File: src/rtl/pager_mmu.sv
// Banked memory manager for the 6801 SoC: NUM_WIN 8 KB windows into a larger
// external SRAM, a wait-state sequencer that stalls the CPU, and write protection.
module pager_mmu #(
    parameter int NUM_WIN    = 4,
    parameter int FIRST_SLOT = 4,
    parameter int PAGE_BITS  = 3,
    parameter int EXT_AW     = PAGE_BITS + 14
) (
    input  logic              clk,
    input  logic              rst,
    input  logic [15:0]       AD,
    input  logic [7:0]        DI,
    output logic [7:0]        DO,
    input  logic              rw,
    input  logic              vma,
    input  logic              cs,
    input  logic              ext_sel,
    output logic              hold,
    output logic              irq,
    output logic [EXT_AW-1:0] ext_ad,
    output logic              ext_ce,
    output logic              ext_oe_n,
    output logic              ext_we_n
);

    typedef enum logic [1:0] {
        S_IDLE   = 2'd0,
        S_WAIT   = 2'd1,
        S_ACCESS = 2'd2
    } state_t;

    logic [PAGE_BITS-1:0] page_q [NUM_WIN];
    logic [PAGE_BITS-1:0] page_d [NUM_WIN];
    logic [NUM_WIN-1:0]   wp_q, wp_d;
    logic [NUM_WIN-1:0]   en_q, en_d;
    logic [2:0]           wait_q, wait_d;
    logic                 irqen_q, irqen_d;
    logic                 gen_q, gen_d;
    logic                 viol_q, viol_d;
    state_t               state_q, state_d;
    logic [2:0]           cnt_q, cnt_d;

    logic                 reg_wr;
    logic [3:0]           off;
    logic                 ext_req;
    logic                 hit;
    logic [PAGE_BITS-1:0] hit_page;
    logic                 hit_wp;
    logic                 prot_wr;
    logic                 hold_c;
    logic                 acc;
    logic                 acc_g;
    logic                 unused_di;

    assign reg_wr    = cs && !rw;
    assign off       = AD[3:0];
    assign ext_req   = ext_sel && vma;
    assign unused_di = ^DI;

    // Register file write path
    always_comb begin
        page_d  = page_q;
        wp_d    = wp_q;
        en_d    = en_q;
        wait_d  = wait_q;
        irqen_d = irqen_q;
        gen_d   = gen_q;
        if (reg_wr) begin
            for (int i = 0; i < NUM_WIN; i++) begin
                if (off == 4'(i)) begin
                    page_d[i] = DI[PAGE_BITS-1:0];
                    wp_d[i]   = DI[6];
                    en_d[i]   = DI[7];
                end
            end
            if (off == 4'd8) begin
                wait_d  = DI[2:0];
                irqen_d = DI[6];
                gen_d   = DI[7];
            end
        end
    end

    // Window match; slots are distinct, so at most one window can hit
    always_comb begin
        hit      = 1'b0;
        hit_page = '0;
        hit_wp   = 1'b0;
        for (int i = 0; i < NUM_WIN; i++) begin
            if (gen_q && en_q[i] && (AD[15:13] == 3'(FIRST_SLOT + i))) begin
                hit      = 1'b1;
                hit_page = page_q[i];
                hit_wp   = wp_q[i];
            end
        end
        if (hit) begin
            ext_ad = EXT_AW'({1'b1, hit_page, AD[12:0]});
        end else begin
            ext_ad = EXT_AW'({1'b0, AD});
        end
    end

    assign prot_wr = hit && hit_wp && !rw;

    // Wait-state sequencer: the IDLE cycle counts as the first held clock
    always_comb begin
        state_d = state_q;
        cnt_d   = cnt_q;
        hold_c  = 1'b0;
        acc     = 1'b0;
        case (state_q)
            S_IDLE: begin
                if (ext_req) begin
                    if (wait_q == 3'd0) begin
                        acc = 1'b1;
                    end else begin
                        hold_c  = 1'b1;
                        cnt_d   = wait_q;
                        state_d = (cnt_d == 3'd1) ? S_ACCESS : S_WAIT;
                    end
                end
            end
            S_WAIT: begin
                if (!ext_req) begin
                    state_d = S_IDLE;
                    cnt_d   = 3'd0;
                end else begin
                    hold_c = 1'b1;
                    cnt_d  = cnt_q - 3'd1;
                    if (cnt_d == 3'd1) begin
                        state_d = S_ACCESS;
                    end
                end
            end
            S_ACCESS: begin
                acc     = ext_req;
                state_d = S_IDLE;
                cnt_d   = 3'd0;
            end
            default: begin
                state_d = S_IDLE;
                cnt_d   = 3'd0;
            end
        endcase
    end

    always_comb begin
        viol_d = viol_q;
        if (reg_wr && (off == 4'd9) && DI[0]) begin
            viol_d = 1'b0;
        end
        if (acc && prot_wr) begin
            viol_d = 1'b1;
        end
    end

    always_ff @(posedge clk or negedge rst) begin
        if (!rst) begin
            for (int i = 0; i < NUM_WIN; i++) begin
                page_q[i] <= '0;
            end
            wp_q    <= '0;
            en_q    <= '0;
            wait_q  <= 3'd0;
            irqen_q <= 1'b0;
            gen_q   <= 1'b0;
            viol_q  <= 1'b0;
            state_q <= S_IDLE;
            cnt_q   <= 3'd0;
        end else begin
            for (int i = 0; i < NUM_WIN; i++) begin
                page_q[i] <= page_d[i];
            end
            wp_q    <= wp_d;
            en_q    <= en_d;
            wait_q  <= wait_d;
            irqen_q <= irqen_d;
            gen_q   <= gen_d;
            viol_q  <= viol_d;
            state_q <= state_d;
            cnt_q   <= cnt_d;
        end
    end

    // Outputs are forced inactive while reset is held, even mid-access
    assign acc_g    = acc && rst;
    assign hold     = hold_c && rst;
    assign ext_ce   = ext_req && rst;
    assign irq      = viol_q && irqen_q;
    assign ext_oe_n = !(acc_g && rw && !clk);
    assign ext_we_n = !(acc_g && !rw && !prot_wr && !clk);

    always_comb begin
        DO = 8'hFF;
        for (int i = 0; i < NUM_WIN; i++) begin
            if (off == 4'(i)) begin
                DO                = 8'h00;
                DO[PAGE_BITS-1:0] = page_q[i];
                DO[6]             = wp_q[i];
                DO[7]             = en_q[i];
            end
        end
        if (off == 4'd8) begin
            DO = {gen_q, irqen_q, 3'b000, wait_q};
        end
        if (off == 4'd9) begin
            DO = {6'b000000, (state_q != S_IDLE), viol_q};
        end
    end

endmodule

File: config.mk
export PLATFORM = sky130hd
export DESIGN_NAME = pager_mmu
export DESIGN_NICKNAME = d
export VERILOG_FILES = /design/src/rtl/pager_mmu.sv
export SDC_FILE = /design/constraint.sdc
export NUM_CORES = 1
export LEC_CHECK = 0
export ABC_CLOCK_PERIOD_IN_PS = 3300
export BUFFER_PORTS_ARGS = -buffer_cell sky130_fd_sc_hd__buf_2
export CORE_ASPECT_RATIO = 0.6
export CORE_MARGIN = 8
export CORE_UTILIZATION = 45
export DETAILED_ROUTE_END_ITERATION = 6
export PLACE_DENSITY_LB_ADDON = 0.2
export SLEW_MARGIN = 20
export SYNTH_ARGS = -nofsm -noshare
export SYNTH_HDL_FRONTEND = slang
export SYNTH_SLANG_ARGS = --single-unit
export TNS_END_PERCENT = 1
File: constraint.sdc
create_clock -name clk -period 3.3 [get_ports clk]
set_clock_uncertainty 0.2 [all_clocks]
set_input_delay 0.165 -clock clk [delete_from_list [all_inputs] [get_ports clk]]
set_output_delay 0.165 -clock clk [all_outputs]
set_load 0.02 [all_outputs]
---- Word-level counts from Yosys, hierarchy flattened ----
Index checks and enable logic that the tools add are counted.
operators by class
  mux-type cells .......................... 38
  bitwise gates (word level) .............. 0
  divide/modulo/power cells ............... 0
  add/subtract/negate cells ............... 1
  shift operators ......................... 0
  multipliers ............................. 0
  reduce and logical (&&, ||, !) cells .... 41
  equal/unequal tests ..................... 16
  order comparisons ....................... 0
operators by type and width
  kind                                                 count
  two-way mux 8 bit                                    6
  logical AND 1 bit                                    24
  two-way mux 3 bit                                    7
  two-way mux 17 bit                                   1
  two-way mux 1 bit                                    15
  equality test 3 bit, second input constant           4
  AND reduction 2 bit                                  6
  two-way mux 2 bit                                    5
  equality test 4 x 2 -> 1 bit, second input constant  2
  equality test 4 bit, second input constant           2
  equality test 3 x 1 -> 1 bit, second input constant  2
  one-hot mux 3 bit (2 select lines)                   1
  zero test 1 bit                                      5
  equality test 4 x 1 -> 1 bit, second input constant  1
  zero test 4 bit                                      1
  inequality test 2 bit, second input constant         2
  one-hot mux 1 bit (2 select lines)                   2
  one-hot mux 2 bit (2 select lines)                   1
  nonzero test 2 bit                                   2
  zero test 3 bit                                      1
  inequality test 3 bit, second input constant         1
  AND reduction 3 bit                                  1
  subtractor 3 x 1 -> 3 bit, second input constant     1
  equality test 2 x 1 -> 1 bit, second input constant  1
  other kinds (2)                                      2
word-level totals
  memories kept ........................... 0
  output and inout port bits .............. 30
  register bits ........................... 31
  memory bits (writable) .................. 0
  bits in read-only memories .............. 0
  bits in latches ......................... 0
  logic and storage cells ................. 114

---- Logic depth before layout (Yosys ltp) ----
Gate-level depths: netlist of the first run.
  word-level depth ........................ 12
  gate-level depth with buffers ........... 7
  depth with buffers taken out ............ 6

==> results of run 1 <==
==> layout make-up <==
class	count	share of cell area [%]
well taps	60	3.14
clock inverters	2	1.47
repair buffers	45	11.2
clock buffers	16	8.07
flip-flops and latches	31	32.5
multi-input cells	136	43.3
inverters	2	0.314
==> sequential cells by signal (all words and copies together) (netlist names) <==
register	flops
state_q	2
gen_q	1
en_q	4
cnt_q	3
wp_q	4
viol_q	1
wait_q	3
irqen_q	1
page_q	12
==> layer usage <==
layer / part of all wire, % / vias up / GRT usage, %
met5: 0 / - / 0
met3: 11 / 12 / 9.56
li1: - / 769 / -
met2: 43 / 80 / 24.1
met1: 44 / 817 / 20.9
met4: 1.7 / 0 / 9.58
==> cell families (layout without fill, tap and decap cells) <==
kind of cell / Yosys count / count (layout) / share of synthesized area, %
simple gates: 64 / 64 / 18.4
compound gates: 37 / 37 / 13.3
mux: 32 / 32 / 19.3
flops: 31 / 31 / 39.7
buf+inv: 23 / 65 / 7.56
fa+ha+maj: 2 / 2 / 1.28
xor+xnor: 1 / 1 / 0.449
==> critical path, cell delays in order <==
cell and delay, ns:
clkbuf_8 0.11, clkbuf_8 0.12, nor3b_2 0.18, clkbuf_8 0.15, clkbuf_8 0.11, or3b_1 0.35, buf_6 0.14
==> power groups by stage <==
stage          Sequential, mW  Clock, mW  Combinational, mW
2_1_floorplan           0.503    0.00294              0.219
3_3_place_gp            0.530    0.00372              0.257
3_5_place_dp            0.535    0.00372              0.267
4_1_cts                 0.529      0.516              0.280
5_1_grt                 0.540      0.544              0.310
6_report                0.531      0.504              0.279
==> stage by stage <==
stage	std cells	setup WS, ns
4_1_cts	292	0.113
3_3_place_gp	268	0.594
2_1_floorplan	190	0.632
5_1_grt	292	0.0635
3_5_place_dp	268	0.594
6_report	292	0.131
==> layout by cell type (no fill, tap or decap), types with 4 or more instances in the layout <==
cell,Yosys,routed
dfrtp_1,31,31
clkbuf_8,0,12
dlygate4sd3_1,0,8
mux2_2,25,25
nor2_1,15,15
a21oi_1,9,9
nand2_1,10,10
buf_2,1,37
o21ai_0,6,6
nor3_1,6,6
mux2i_1,5,5
nand3_1,6,6
o211ai_1,4,4
==> what timing repair did <==
item                       in CTS  in global routing
buffers inserted                1                  0
hold buffers                    8                  0
setup endpoints to repair       2                  0
resized for setup               3                  0
hold endpoints to repair       58                  0
==> worst paths after layout <==
kind | startpoint | slack [ns] | endpoint
max | clk | 0.13 | ext_we_n
min | rw | 0.04 | viol_q
max reg2reg | gen_q | 1.30 | viol_q
min reg2reg | cnt_q[0] | 0.33 | cnt_q[0]
max in group asynchronous | rst | 2.45 | en_q[3]
min in group asynchronous | rst | 0.14 | cnt_q[0]
==> results.py, run 1 <==
metrics = {
    "power": {
        "share_clk_of_total_power_pct": 38.4,
        "comb_power_share_pct": 21.2,
        "cellInternalPower_mw": 0.922,
        "total_power_mw": 1.31,
        "share_seq_of_total_power_pct": 40.4,
        "ir_worst_vdd_mv": 0.289,
        "p_sw_mw": 0.391,
        "switching_share_pct": 29.8,
        "power_per_cell_area_mw_per_mm2": 550,
        "power.leakage_nw": 1.06,
    },
    "grt": {
        "grt_usage_pct": 17.4,
        "number_of_antenna_violations_at_the_first_check_in_global_routing": 0,
        "grt_pass1_wl_mm": 8.65,
        "grt_pass1_vias": 1751,
        "largest_net_degree_at_the_start_of_global_routing": 33,
        "globalRoute.totalOverflow": 0,
    },
    "worst_setup_path": {
        "critPathRequiredTime_ns": 2.93,
        "start_kind": "clock port",
        "critical_path_class": "clk2out",
        "data_arrival_at_the_endpoint_of_the_critical_path_ns": 2.80,
        "crit_path_end_kind": "output pin",
        "timing.reg2reg.worst_path_depth": 5,
        "timing.critical_path.fanout_max": 2,
    },
    "synthesis": {
        "dominant_cell_by_count_in_the_synthesized_netlist": "dfrtp_1",
        "synthArstFlopShare_pct": 100,
        "synth_enable_flop_cells": 0,
        "flip_flop_cell_with_the_highest_count_after_synthesis": "dfrtp_1",
        "synth.top_cells.by_count": "dfrtp_1 (31), mux2_2 (25), buf_4 (16), nor2_1 (15), nand2_1 (10)",
        "syn-instance-count": 190,
        "postSynthNetCount": 222,
        "postSynthAreaPerCell_um2": 10.3,
        "ys_ff_latch": 31,
        "netlist_area_before_placement_mm2": 0.00195,
        "post_synth_main_area_contributors": "dfrtp_1 (40%), mux2_2 (14%), buf_4 (6.2%), nor2_1 (2.9%), mux2i_1 (2.6%)",
        "share_of_the_yosys_chip_area_belonging_to_registers_pct": 39.7,
        "synth.lib_cells_used.distinct": 51,
        "area_share_of_the_largest_cell_type_after_synthesis_pct": 39.7,
        "synthDominantAreaCellType": "dfrtp_1",
        "ys.warnings.count": 0,
    },
    "final_layout": {
        "area.sequential_um2": 776,
        "drive_above_1_share_pct": 40.1,
        "layout.filler_cells": 377,
        "antenna_cells": 0,
        "area_growth_pct": 22.3,
        "layout.core_utilization_pct": 57.6,
        "multiInputGateArea_mm2": 0.00103,
        "finish.instance_area_mm2": 0.00239,
        "layout.nets": 262,
    },
    "timing": {
        "timing_hold_violations_final": 0,
        "setup_total_negative_slack_ns": 0,
        "setup_viol": 0,
        "finalHoldWorstSlack_ns": 0.0366,
        "timing_worst_slew_pin_value_ns": 0.998,
        "timing.slew.headroom_pct": 33.0,
        "maxSlewViolCount": 0,
        "grt_setup_unrepaired": "no",
    },
    "die": {
        "floorplan.initialDensity_pct": 47.1,
        "core_area_mm2": 0.00414,
        "die_height_um": 67.0,
        "row_count": 18,
        "die_area_mm2": 0.00677,
        "io_pins": 60,
        "floorplan_die_width_um": 101,
    },
    "min_path": {
        "timing.hold.worst.class": "in2reg",
        "whs_path_depth": 3,
    },
    "route": {
        "post-route-drc-count": 0,
        "average_detailed_routed_wire_length_per_instance_um": 18.3,
        "detailroute.via_count": 1678,
        "drt_iter0_markers": 104,
        "drt_pass1_iterations": 4,
        "route.final.wire_length_mm": 5.33,
        "ant_nets": 0,
        "routed_via_density": 5.75,
    },
    "clock_tree": {
        "tritoncts": "built",
        "path_clk_slew_ns": 0.07,
        "clkLatencyLatePin_ns": 0.40,
    },
    "placement": {
        "place_area_mm2": 0.00208,
        "post-dp-hpwl_mm": 3.95,
        "portBuffers": 38,
        "routability_driven_placement_congestion_ratio": 0.851,
    },
    "status": {
        "status": "finished, final reports clean",
    },
    "run": {
        "max-cap-violations": 0,
    },
}
No activity file was read; power rests on OpenSTA's default activity.
==> run 2: changes to the inputs <==
- RECOVER_POWER: not set -> 50
==> results.py, run 2 (synthesis results as in run 1) <==
metrics = {
    "route": {
        "route.final.wire_length_mm": 5.33,
        "detailroute.via_count": 1681,
        "ant_nets": 0,
        "post-route-drc-count": 0,
        "drt_pass1_iterations": 4,
        "drt_iter0_markers": 84,
        "average_detailed_routed_wire_length_per_instance_um": 18.3,
        "routed_via_density": 5.76,
    },
    "power": {
        "power.leakage_nw": 1.04,
        "ir_worst_vdd_mv": 0.289,
        "total_power_mw": 1.31,
        "power_per_cell_area_mw_per_mm2": 552,
    },
    "worst_setup_path": {
        "crit_path_end_kind": "output pin",
        "data_arrival_at_the_endpoint_of_the_critical_path_ns": 2.81,
        "timing.critical_path.fanout_max": 2,
        "critical_path_class": "clk2out",
        "critPathRequiredTime_ns": 2.93,
        "start_kind": "clock port",
    },
    "placement": {
        "place_area_mm2": 0.00208,
        "routability_driven_placement_congestion_ratio": 0.851,
        "post-dp-hpwl_mm": 3.95,
        "portBuffers": 38,
    },
    "run": {
        "max-cap-violations": 0,
    },
    "clock_tree": {
        "tritoncts": "built",
        "path_clk_slew_ns": 0.06,
        "clkLatencyLatePin_ns": 0.40,
    },
    "final_layout": {
        "reg_with_most_ffs": "page_q",
        "area_growth_pct": 21.7,
        "antenna_cells": 0,
        "biggestRegsByFlops": "page_q x12, en_q x4, wp_q x4",
        "layout.nets": 262,
        "layout_commonest_cell": "dfrtp_1",
        "largest_reg_flops": 12,
        "finish.instance_area_mm2": 0.00238,
        "drive_above_1_share_pct": 36.2,
        "most-common-layout-cells": "dfrtp_1 (31), buf_2 (28), mux2_2 (25)",
    },
    "die": {
        "floorplan.initialDensity_pct": 47.1,
        "row_count": 18,
        "floorplan_die_width_um": 101,
        "die_height_um": 67.0,
        "io_pins": 60,
        "die_area_mm2": 0.00677,
        "core_area_mm2": 0.00414,
    },
    "grt": {
        "grt_pass1_vias": 1751,
        "grt_usage_pct": 17.4,
        "globalRoute.totalOverflow": 0,
        "number_of_antenna_violations_at_the_first_check_in_global_routing": 0,
        "largest_net_degree_at_the_start_of_global_routing": 33,
        "grt_pass1_wl_mm": 8.65,
    },
    "timing": {
        "timing_hold_violations_final": 0,
        "setup_viol": 0,
        "timing.slew.headroom_pct": 32.9,
        "timing_worst_slew_pin_value_ns": 0.999,
        "maxSlewViolCount": 0,
        "grt_setup_unrepaired": "no",
        "setup_total_negative_slack_ns": 0,
    },
    "min_path": {
        "timing.hold.worst.class": "in2reg",
    },
    "status": {
        "status": "finished, final reports clean",
    },
}
[run 2: cell types whose count changed in the layout (fill, tap and decap cells not counted), sizes merged]
cell,change
clkbuf,+9
buf,-9
[run 2: cell type report]
type,instances,area [um^2]
fillers,384,1770
multi-input cells,136,1030
flip-flops and latches,31,776
repair buffers,45,256
clock buffers,16,193
well taps,60,75.1
clock inverters,2,35.0
inverters,2,7.51
[run 2: report_power, final]
group	leakage, nW	internal [mW]	total, mW	switching, mW
combinational	0.519	0.136	0.277	0.141
clock	0.122	0.332	0.505	0.173
sequential	0.400	0.453	0.530	0.0773
[run 2: routing by layer]
metal | GRT usage [%] | share of wire, %
met1 | 20.9 | 46
met4 | 9.58 | 1.4
met5 | 0 | 0
met2 | 24.1 | 43
met3 | 9.56 | 9.2
[run 2: path summary, 6_finish.rpt]
check	start	endpoint	slack (ns)	cells past startpoint
worst min register to register	cnt_q[0]	cnt_q[0]	0.33	1
min in group asynchronous	rst	cnt_q[0]	0.17	3
max in group asynchronous	rst	en_q[3]	2.42	3
worst max register to register	gen_q	viol_q	1.30	5
worst max-delay path	clk	ext_we_n	0.13	7
worst min-delay path	ext_sel	state_q[0]	0.04	3
[run 2: per-stage QoR]
stage,worst slack [ns],utilization (%),hold WS [ns],cells
floorplan,0.632,-,-0.331,190
global placement,0.594,50.3,0.0264,268
detailed placement,0.594,50.3,0.0365,268
CTS,0.113,57.6,0.0263,292
global route,0.0633,57.3,0.0590,292
finish,0.130,57.3,0.0430,292
[run 2: timing repair]
action                                 CTS  global route
setup buffers                            1             0
gates resized for setup                  3             0
hold buffers                             8             0
setup endpoints to repair                2             0
endpoints found under the hold margin   58             0
[run 2: critical path, cell delays in order]
cell and delay, ns:
clkbuf_8 0.11, clkbuf_8 0.12, nor3b_2 0.18, clkbuf_8 0.15, clkbuf_8 0.11, or3b_1 0.35, buf_6 0.14
